## src/rtl/cache_pkg.sv

```systemverilog
// Shared cache geometry: line, beat and counter sizes.
// Line and beat typedefs used by the cache/memory boundary.
package cache_pkg;

  localparam int s_offset  = 5;
  localparam int s_line    = 8 * 2**s_offset;
  localparam int s_burst   = 64;
  localparam int num_beats = s_line / s_burst;
  localparam int cnt_w     = $clog2(num_beats);

  typedef logic [s_line-1:0]  line_t;
  typedef logic [s_burst-1:0] beat_t;

endpackage

```

## src/rtl/cacheline_adaptor_if.sv

```systemverilog
// Cache-side and memory-side signals of the line adaptor.
// slave = adaptor view, master = cache/memory view.
interface cacheline_adaptor_if;
  import cache_pkg::*;

  line_t       line_i;
  line_t       line_o;
  logic [31:0] address_i;
  logic        read_i;
  logic        write_i;
  logic        resp_o;

  beat_t       burst_i;
  beat_t       burst_o;
  logic [31:0] address_o;
  logic        read_o;
  logic        write_o;
  logic        resp_i;

  modport slave (
    input  line_i, address_i, read_i, write_i,
    input  burst_i, resp_i,
    output line_o, resp_o,
    output burst_o, address_o, read_o, write_o
  );

  modport master (
    output line_i, address_i, read_i, write_i,
    output burst_i, resp_i,
    input  line_o, resp_o,
    input  burst_o, address_o, read_o, write_o
  );

endinterface

```

## src/rtl/cacheline_adaptor.sv

```systemverilog
// Moves one cache line between the line-wide cache port
// and 64-bit memory bursts (4-beat fill / writeback).
module cacheline_adaptor
  import cache_pkg::*;
(
  input  logic clk,
  input  logic rst,
  cacheline_adaptor_if.slave bus
);

  typedef enum logic [1:0] {
    IDLE,
    READ,
    WRITE,
    DONE
  } state_t;

  state_t state;
  state_t state_n;

  logic [cnt_w-1:0] cnt;
  logic [num_beats-1:0][s_burst-1:0] wline;
  logic [num_beats-1:0][s_burst-1:0] fill;
  logic [31:0] addr;

  logic busy;
  logic beat;
  logic last;
  logic take;

  assign busy = (state == READ) | (state == WRITE);
  assign beat = busy & bus.resp_i;
  assign last = (cnt == cnt_w'(num_beats - 1));
  assign take = (state == IDLE) & (bus.read_i | bus.write_i);

  // offset bits of the request address carry no meaning here
  logic unused_ok;
  assign unused_ok = &{1'b0, bus.address_i[s_offset-1:0]};

  // state register
  always_ff @(posedge clk) begin
    if (rst) state <= IDLE;
    else     state <= state_n;
  end

  // next state: writeback wins over fill when both are requested
  always_comb begin
    state_n = state;
    unique case (state)
      IDLE: begin
        if (bus.write_i)     state_n = WRITE;
        else if (bus.read_i) state_n = READ;
      end
      READ, WRITE: begin
        if (beat && last) state_n = DONE;
      end
      DONE:    state_n = IDLE;
      default: state_n = IDLE;
    endcase
  end

  // address/line latch, beat counter and fill assembly
  always_ff @(posedge clk) begin
    if (rst) begin
      cnt   <= '0;
      wline <= '0;
      fill  <= '0;
      addr  <= '0;
    end else begin
      if (take)
        addr <= {bus.address_i[31:s_offset], {s_offset{1'b0}}};
      if ((state == IDLE) && bus.write_i)
        wline <= bus.line_i;
      if (beat)
        cnt <= cnt + cnt_w'(1);
      if (beat && (state == READ))
        fill[cnt] <= bus.burst_i;
    end
  end

  assign bus.line_o    = fill;
  assign bus.burst_o   = wline[cnt];
  assign bus.address_o = addr;
  assign bus.read_o    = (state == READ);
  assign bus.write_o   = (state == WRITE);
  assign bus.resp_o    = (state == DONE);

endmodule
```

## src/flat_wrapper.sv

```systemverilog
// flat-port wrapper written by rule: the top's interface ports become plain ports
module cacheline_adaptor_flat import cache_pkg::*;
  (clk, rst, bus_line_i, bus_address_i, bus_read_i, bus_write_i, bus_burst_i, bus_resp_i, bus_line_o, bus_resp_o, bus_burst_o, bus_address_o, bus_read_o, bus_write_o);
  cacheline_adaptor_if bus_i ();
  input  logic clk;
  input  logic rst;
  input wire logic [$bits(bus_i.line_i)-1:0] bus_line_i;
  input wire logic [$bits(bus_i.address_i)-1:0] bus_address_i;
  input wire logic [$bits(bus_i.read_i)-1:0] bus_read_i;
  input wire logic [$bits(bus_i.write_i)-1:0] bus_write_i;
  input wire logic [$bits(bus_i.burst_i)-1:0] bus_burst_i;
  input wire logic [$bits(bus_i.resp_i)-1:0] bus_resp_i;
  output wire logic [$bits(bus_i.line_o)-1:0] bus_line_o;
  output wire logic [$bits(bus_i.resp_o)-1:0] bus_resp_o;
  output wire logic [$bits(bus_i.burst_o)-1:0] bus_burst_o;
  output wire logic [$bits(bus_i.address_o)-1:0] bus_address_o;
  output wire logic [$bits(bus_i.read_o)-1:0] bus_read_o;
  output wire logic [$bits(bus_i.write_o)-1:0] bus_write_o;
  assign bus_i.line_i = bus_line_i;
  assign bus_i.address_i = bus_address_i;
  assign bus_i.read_i = bus_read_i;
  assign bus_i.write_i = bus_write_i;
  assign bus_i.burst_i = bus_burst_i;
  assign bus_i.resp_i = bus_resp_i;
  assign bus_line_o = bus_i.line_o;
  assign bus_resp_o = bus_i.resp_o;
  assign bus_burst_o = bus_i.burst_o;
  assign bus_address_o = bus_i.address_o;
  assign bus_read_o = bus_i.read_o;
  assign bus_write_o = bus_i.write_o;
  cacheline_adaptor u_core (.clk(clk), .rst(rst), .bus(bus_i));
endmodule
```

## config.mk

```make
export PLATFORM = sky130hd
export DESIGN_NAME = cacheline_adaptor_flat
export DESIGN_NICKNAME = d
export VERILOG_FILES = /design/src/rtl/cache_pkg.sv /design/src/rtl/cacheline_adaptor_if.sv /design/src/rtl/cacheline_adaptor.sv /design/src/flat_wrapper.sv
export SDC_FILE = /design/constraint.sdc
export NUM_CORES = 1
export LEC_CHECK = 0
export CAP_MARGIN = 40
export CORE_AREA = 5 5 272 274
export CTS_BUF_LIST = sky130_fd_sc_hd__clkbuf_2
export CTS_CLUSTER_SIZE = 14
export DETAILED_ROUTE_END_ITERATION = 16
export DIE_AREA = 0 0 277 279
export HOLD_SLACK_MARGIN = 0.12
export MAX_ROUTING_LAYER = met4
export PLACE_DENSITY = 0.58
export SLEW_MARGIN = 10
export SYNTH_ARGS = -nofsm -noshare
export SYNTH_HDL_FRONTEND = slang
export SYNTH_SLANG_ARGS = --single-unit
```

## constraint.sdc

```tcl
create_clock -name clk -period 3.2 [get_ports clk]
set_clock_uncertainty 0.05 [all_clocks]
set_input_delay 0.96 -clock clk [delete_from_list [all_inputs] [get_ports clk]]
set_output_delay 0.96 -clock clk [all_outputs]
set_load 0.005 [all_outputs]
```

==> results.txt, run 1 <==
----------------------------------------------------
[Status]
  Result of the run ... finished with violations
  Failing checks ... negative setup slack

[Layout]
  Layout Area Growth over Synthesis ... 58.1%
  Layout Cell Area excl Fill ... 32,600 um^2
  Nets@finish ... 3,855
  Share of final-layout standard cells stronger than drive strength 1 ... 15.9%
  Final standard cell utilization of the core ... 45.9%

[Power]
  Power density over the cells ... 566 nW/um^2
  Leakage dissipation ... 0.0135 uW
  Worst supply voltage drop on vdd ... 0.000384 V
  Overall power of the completed layout ... 18,500 uW

[Setup path]
  Crit. End Element ... output port
  Total number of cells along the worst setup path ... 5
  Buf+Inv Stages, Crit Path ... 4
  Required time of the critical path ... 2.19 ns
  Category of the most critical setup path ... reg -> out
  Biggest cell delay along the critical path ... 0.54 ns
  Crit-path slowest cell ... mux4_2
  Critical-path cell list ... buf_12 -> buf_12 -> buf_6 -> mux4_2 -> buf_6
  CP Max Fanout ... 4
  Kind of cell adding the most delay to the critical path ... multiplexers
  Data arrival time of the critical path ... 2.70 ns
  Crit start category ... flip-flop
  FF-to-FF path depth ... 9

[Synthesis]
  Share of synthesized area occupied by flip-flops and latches ... 52.7%
  Largest area contributor in the synthesized netlist ... dfxtp_1
  Cell area after synthesis ... 20,600 um^2
  Top cell types by occurrence after synthesis ... 1,072 x nand2_1, 543 x dfxtp_1, 530 x a21oi_1
  Share of flip-flops with an asynchronous set or reset after synthesis ... 0%
  Main area contributors after synthesis ... dfxtp_1 53%, nand2_1 19%, a21oi_1 13%
  Area share of the largest cell type after synthesis ... 52.7%
  Number of synthesized register bits ... 543
  Mapped Cells ... 2,464
  Mean area per synthesized cell ... 8.38 um^2
  Synth unique cells ... 29
  Synth warn ... 0
  Commonest register cell after synthesis ... dfxtp_1
  Number of flops mapped to enable cells by yosys ... 0
  Most numerous cell in the Yosys netlist ... nand2_1

[Timing]
  Number of endpoints failing setup at the final stage ... 64
  Final min period ... 3.71 ns
  Worst-margin pin slew ... 0.743 ns
  Upper clock frequency limit ... 269 MHz
  Share of the clock period used by the worst path ... 116%
  Fin. max-slew vios ... 0
  Hold Slack ... 0.293 ns
  RSZ-0062 raised after global routing ... yes
  Headroom to the max-slew limit ... 50.5%
  Final WS setup ... -0.512 ns
  Final hold viol count ... 0

[Place]
  Routability congestion estimate from global placement ... 0.856
  Port Buffer Count ... 701
  Setup WS pre-CTS ... 0.200 ns
  Post-place instance area ... 29,000 um^2
  HPWL Detailed ... 58,600 um

[GRT]
  Wire length of the first global-routing pass ... 124,000 um
  Number of antenna violations at the first check in global routing ... 7
  GRT Overall Usage ... 21.1%
  Maximum number of pins on one net before global-route repair ... 89
  Vias in the first global route ... 21.0k
  Global-route congestion overflow total ... 0

[Clock tree]
  Clk pin slew, worst setup/hold paths ... 0.10 ns
  Clock latency at the later pin of the worst-skew pair ... 1.18 ns
  CTS Buffer Depth ... 3
  Number of buffers created by CTS ... 151
  Max H-tree Level ... 4
  Number of sinks handled by clock tree synthesis ... 543
  Root cell of the clock tree ... clkbuf_2
  TritonCTS clock tree ... yes

[Floorplan]
  Number of top-level design ports ... 712
  Initial core utilization ... 29.0%
  Number of core rows ... 98
  Core region area ... 71,100 um^2
  Die outline height ... 279 um
  Overall die width ... 277 um
  Die footprint ... 77,300 um^2

[Routing]
  DR WL/cell ... 18.3 um
  Detailed router's first-iteration violation count ... 1,137
  Routed via count ... 20.8k
  First drt pass iteration count ... 5
  ANT nets after route ... 0
  Via-to-Cell Ratio ... 4.56
  DRT Wirelength ... 83,300 um
  Number of DRC violations after detailed routing ... 0

[Hold path]
  Worst hold path cell count ... 3
  Tightest Hold Check Type ... in -> reg

[Run]
  Maximum Capacitance Violations ... 0

----------------------------------------------------
## sequential cells by signal, summed over array words and instances (netlist names)
name / cells
u_core.cnt: 2
u_core.bus.line_o: 256
u_core.bus.address_o: 27
u_core.state: 2
u_core.wline: 256
## layout make-up
type,instances,area (um^2)
fill,7043,38500
sequential,543,10900
timing repair buffer,1065,10600
multi-input combinational,1724,8600
tap,950,1190
clock buffer,223,1120
clock inverter,35,219
inverter,4,17.5
antenna,7,17.5
## metrics by stage
stage                     std cells  setup TNS [ns]
after floorplan                2468               0
after global placement         4034               0
after detailed placement       4034               0
after CTS                      4544          -43.75
after global routing           4551          -41.15
final                          4551          -26.67
## cells in the final DEF, fill, tap and decap left out, types with 32 or more instances in the layout
cell type        count
a21oi_1            530
buf_12              47
buf_2               32
buf_4               74
buf_6               42
clkbuf_2           223
clkdlybuf4s50_1    350
dfxtp_1            513
dlygate4sd2_1      283
dlygate4sd3_1      227
mux4_2              64
nand2_1           1071
## tightest hold or removal path, stage by stage
cell and delay (ns):
clkdlybuf4s50_1 0.42, nand2_1 0.08, a21oi_1 0.05
## per-layer routing
metal  vias up  track usage, %  part of all wire (%)
li1      10197               -                     -
met1      9666            23.1                    39
met2       706            35.1                    49
met3       199            6.40                   7.2
met4         0            10.4                   4.7
met5         -               -                     0
## cell families (layout without fill, tap and decap cells)
kind of cell,after synthesis,in the layout,share of synthesized area [%]
xor+xnor,1,1,0.0424
compound gates,544,544,13.4
simple gates,1098,1098,20.3
mux,67,67,7.13
buf+inv,201,1327,5.89
flops,543,543,52.7
fa+ha+maj,9,9,0.545
other cells,1,12,0.0182
## worst paths after layout
| path | slack, ns | end | start |
|---|---|---|---|
| min | 0.29 | u_core.wline[27] | bus_line_i[27] |
| max | -0.51 | bus_burst_o[35] | u_core.cnt[0] |
| min reg2reg | 0.40 | u_core.bus.line_o[159] | u_core.bus.line_o[159] |
| max reg2reg | 0.76 | u_core.wline[247] | u_core.state[1] |
## where the power goes
part	total [uW]	switching, uW	internal [uW]
Clock	5010	3040	1970
Combinational	5530	2680	2850
Sequential	7950	413	7540
## timing repair
item	in CTS	in global routing
cloned	2	0
hold endpoints to repair	276	0
gates resized for setup	645	23
hold buffers	227	0
endpoints found under the setup margin	350	64
buffers inserted	23	3
(Power assumes the default switching activity.)
==> run 2, diff against run 1 <==
==> constraint.sdc (replaced) <==
create_clock -name clk -period 3.45 [get_ports clk]
set_clock_uncertainty 0.05 [all_clocks]
set_input_delay 1.035 -clock clk [delete_from_list [all_inputs] [get_ports clk]]
set_output_delay 1.035 -clock clk [all_outputs]
set_load 0.005 [all_outputs]
==> results.txt, run 2 (same netlist as run 1, synthesis figures left out) <==
----------------------------------------------------
[GRT]
  Number of antenna violations at the first check in global routing ... 7
  Wire length of the first global-routing pass ... 122,000 um
  GRT Overall Usage ... 20.8%
  Global-route congestion overflow total ... 0
  Vias in the first global route ... 20.3k
  Maximum number of pins on one net before global-route repair ... 102

[Routing]
  DRT Wirelength ... 82,000 um
  DR WL/cell ... 18.4 um
  Routed via count ... 20.3k
  ANT nets after route ... 0
  Via-to-Cell Ratio ... 4.57
  Number of DRC violations after detailed routing ... 0
  Detailed router's first-iteration violation count ... 1,230
  First drt pass iteration count ... 5

[Layout]
  Most frequent standard cell in the layout excluding fill and tap cells ... nand2_1
  Area of all sequential standard cells ... 10,900 um^2
  Nets@finish ... 3,757
  Layout Area Growth over Synthesis ... 54.4%
  Top library cells by usage in the layout, fill and taps aside ... 1,071 x nand2_1, 555 x clkdlybuf4s50_1, 533 x dfxtp_1, 530 x a21oi_1, 217 x clkbuf_2
  Layout Cell Area excl Fill ... 31,900 um^2
  Share of final-layout standard cells stronger than drive strength 1 ... 14.5%
  Area of the multi-input gates ... 8600 um^2
  Number of fillers in the final layout ... 7,108

[Place]
  Port Buffer Count ... 701
  Setup WS pre-CTS ... 0.313 ns
  Post-place instance area ... 28,600 um^2
  Routability congestion estimate from global placement ... 0.872
  HPWL Detailed ... 57,200 um

[Timing]
  RSZ-0062 raised after global routing ... yes
  Final hold viol count ... 0
  Upper clock frequency limit ... 263 MHz
  Fin. max-slew vios ... 0
  Final WS setup ... -0.359 ns
  Number of endpoints failing setup at the final stage ... 64
  Share of the clock period used by the worst path ... 110%
  Headroom to the max-slew limit ... 47.6%
  Final min period ... 3.81 ns
  Worst-margin pin slew ... 0.787 ns

[Status]
  Result of the run ... finished with violations
  Failing checks ... negative setup slack

[Setup path]
  Category of the most critical setup path ... reg -> out
  Cell repeated most along the worst path ... buf_12
  Biggest cell delay along the critical path ... 0.50 ns
  Data arrival time of the critical path ... 2.72 ns
  FF-to-FF path depth ... 8
  Crit. End Element ... output port
  CP Max Fanout ... 6
  Critical-path cell list ... buf_12 -> buf_12 -> buf_12 -> mux4_2 -> buf_2
  Crit start category ... flip-flop
  Required time of the critical path ... 2.36 ns
  Crit-path slowest cell ... mux4_2

[Clock tree]
  Number of buffers created by CTS ... 152
  CTS Buffer Depth ... 3
  TritonCTS clock tree ... yes
  Max H-tree Level ... 4
  Clock latency at the later pin of the worst-skew pair ... 1.25 ns
  Number of sinks handled by clock tree synthesis ... 543
  Clk pin slew, worst setup/hold paths ... 0.09 ns
  Root cell of the clock tree ... clkbuf_2

[Hold path]
  Tightest Hold Check Type ... in -> reg
  Worst hold path cell count ... 3

[Floorplan]
  Number of top-level design ports ... 712
  Overall die width ... 277 um
  Die footprint ... 77,300 um^2
  Core region area ... 71,100 um^2
  Die outline height ... 279 um
  Number of core rows ... 98
  Initial core utilization ... 29.0%

[Run]
  Maximum Capacitance Violations ... 0

[Power]
  Worst supply voltage drop on vdd ... 0.000240 V
  Power density over the cells ... 538 nW/um^2
  Leakage dissipation ... 0.0122 uW
  Overall power of the completed layout ... 17,200 uW

----------------------------------------------------
[run 2: where the power goes]
| group | switching (uW) | internal [uW] | leakage, uW |
|---|---|---|---|
| sequential | 385 | 6990 | 0.00443 |
| combinational | 2440 | 2590 | 0.00673 |
| clock | 2880 | 1890 | 0.00103 |
[run 2: worst max-delay path: cells and delay by family, from the launching register on]
family   cells  cell delay, ns
flops        1            0.39
mux          1            0.50
buf+inv      4            0.56
[run 2: per-layer routing]
| metal | GRT usage [%] | share of wire, % |
|---|---|---|
| met3 | 5.84 | 6.8 |
| met5 | - | 0 |
| met4 | 10.0 | 4.4 |
| met2 | 34.5 | 50 |
| met1 | 23.3 | 39 |
[run 2: timing repair]
| item | 4_1_cts | 5_1_grt |
|---|---|---|
| hold endpoints to repair | 200 | 0 |
| pin swaps | 0 | 0 |
| buffers inserted | 17 | 5 |
| cloned | 4 | 0 |
| gates resized for setup | 395 | 29 |
| endpoints found under the setup margin | 143 | 71 |
| hold buffers | 165 | 0 |
[run 2: stage by stage]
stage               cells  TNS, ns  hold WS, ns  util (%)
floorplan            2468        0        0.383         -
global placement     3999        0        0.390      40.2
detailed placement   3999        0        0.394      40.2
CTS                  4443   -35.08        0.120      44.7
global route         4453   -33.92        0.136      44.8
finish               4453   -18.48        0.301      44.8
[run 2: layout make-up]
cell class,instances,area share (%)
multi-input cells,1724,27.0
diodes,8,0.0628
well taps,950,3.73
clock inverters,41,0.891
clock buffers,217,3.41
repair buffers,966,30.7
inverters,4,0.0471
flip-flops and latches,543,34.2
[run 2: worst paths after layout]
| path | endpoint | slack (ns) | startpoint |
|---|---|---|---|
| max | bus_burst_o[48] | -0.36 | u_core.cnt[0] |
| max reg2reg | u_core.wline[247] | 1.04 | u_core.state[0] |
| min | u_core.wline[32] | 0.30 | bus_line_i[32] |
| min reg2reg | u_core.bus.line_o[212] | 0.40 | u_core.bus.line_o[212] |
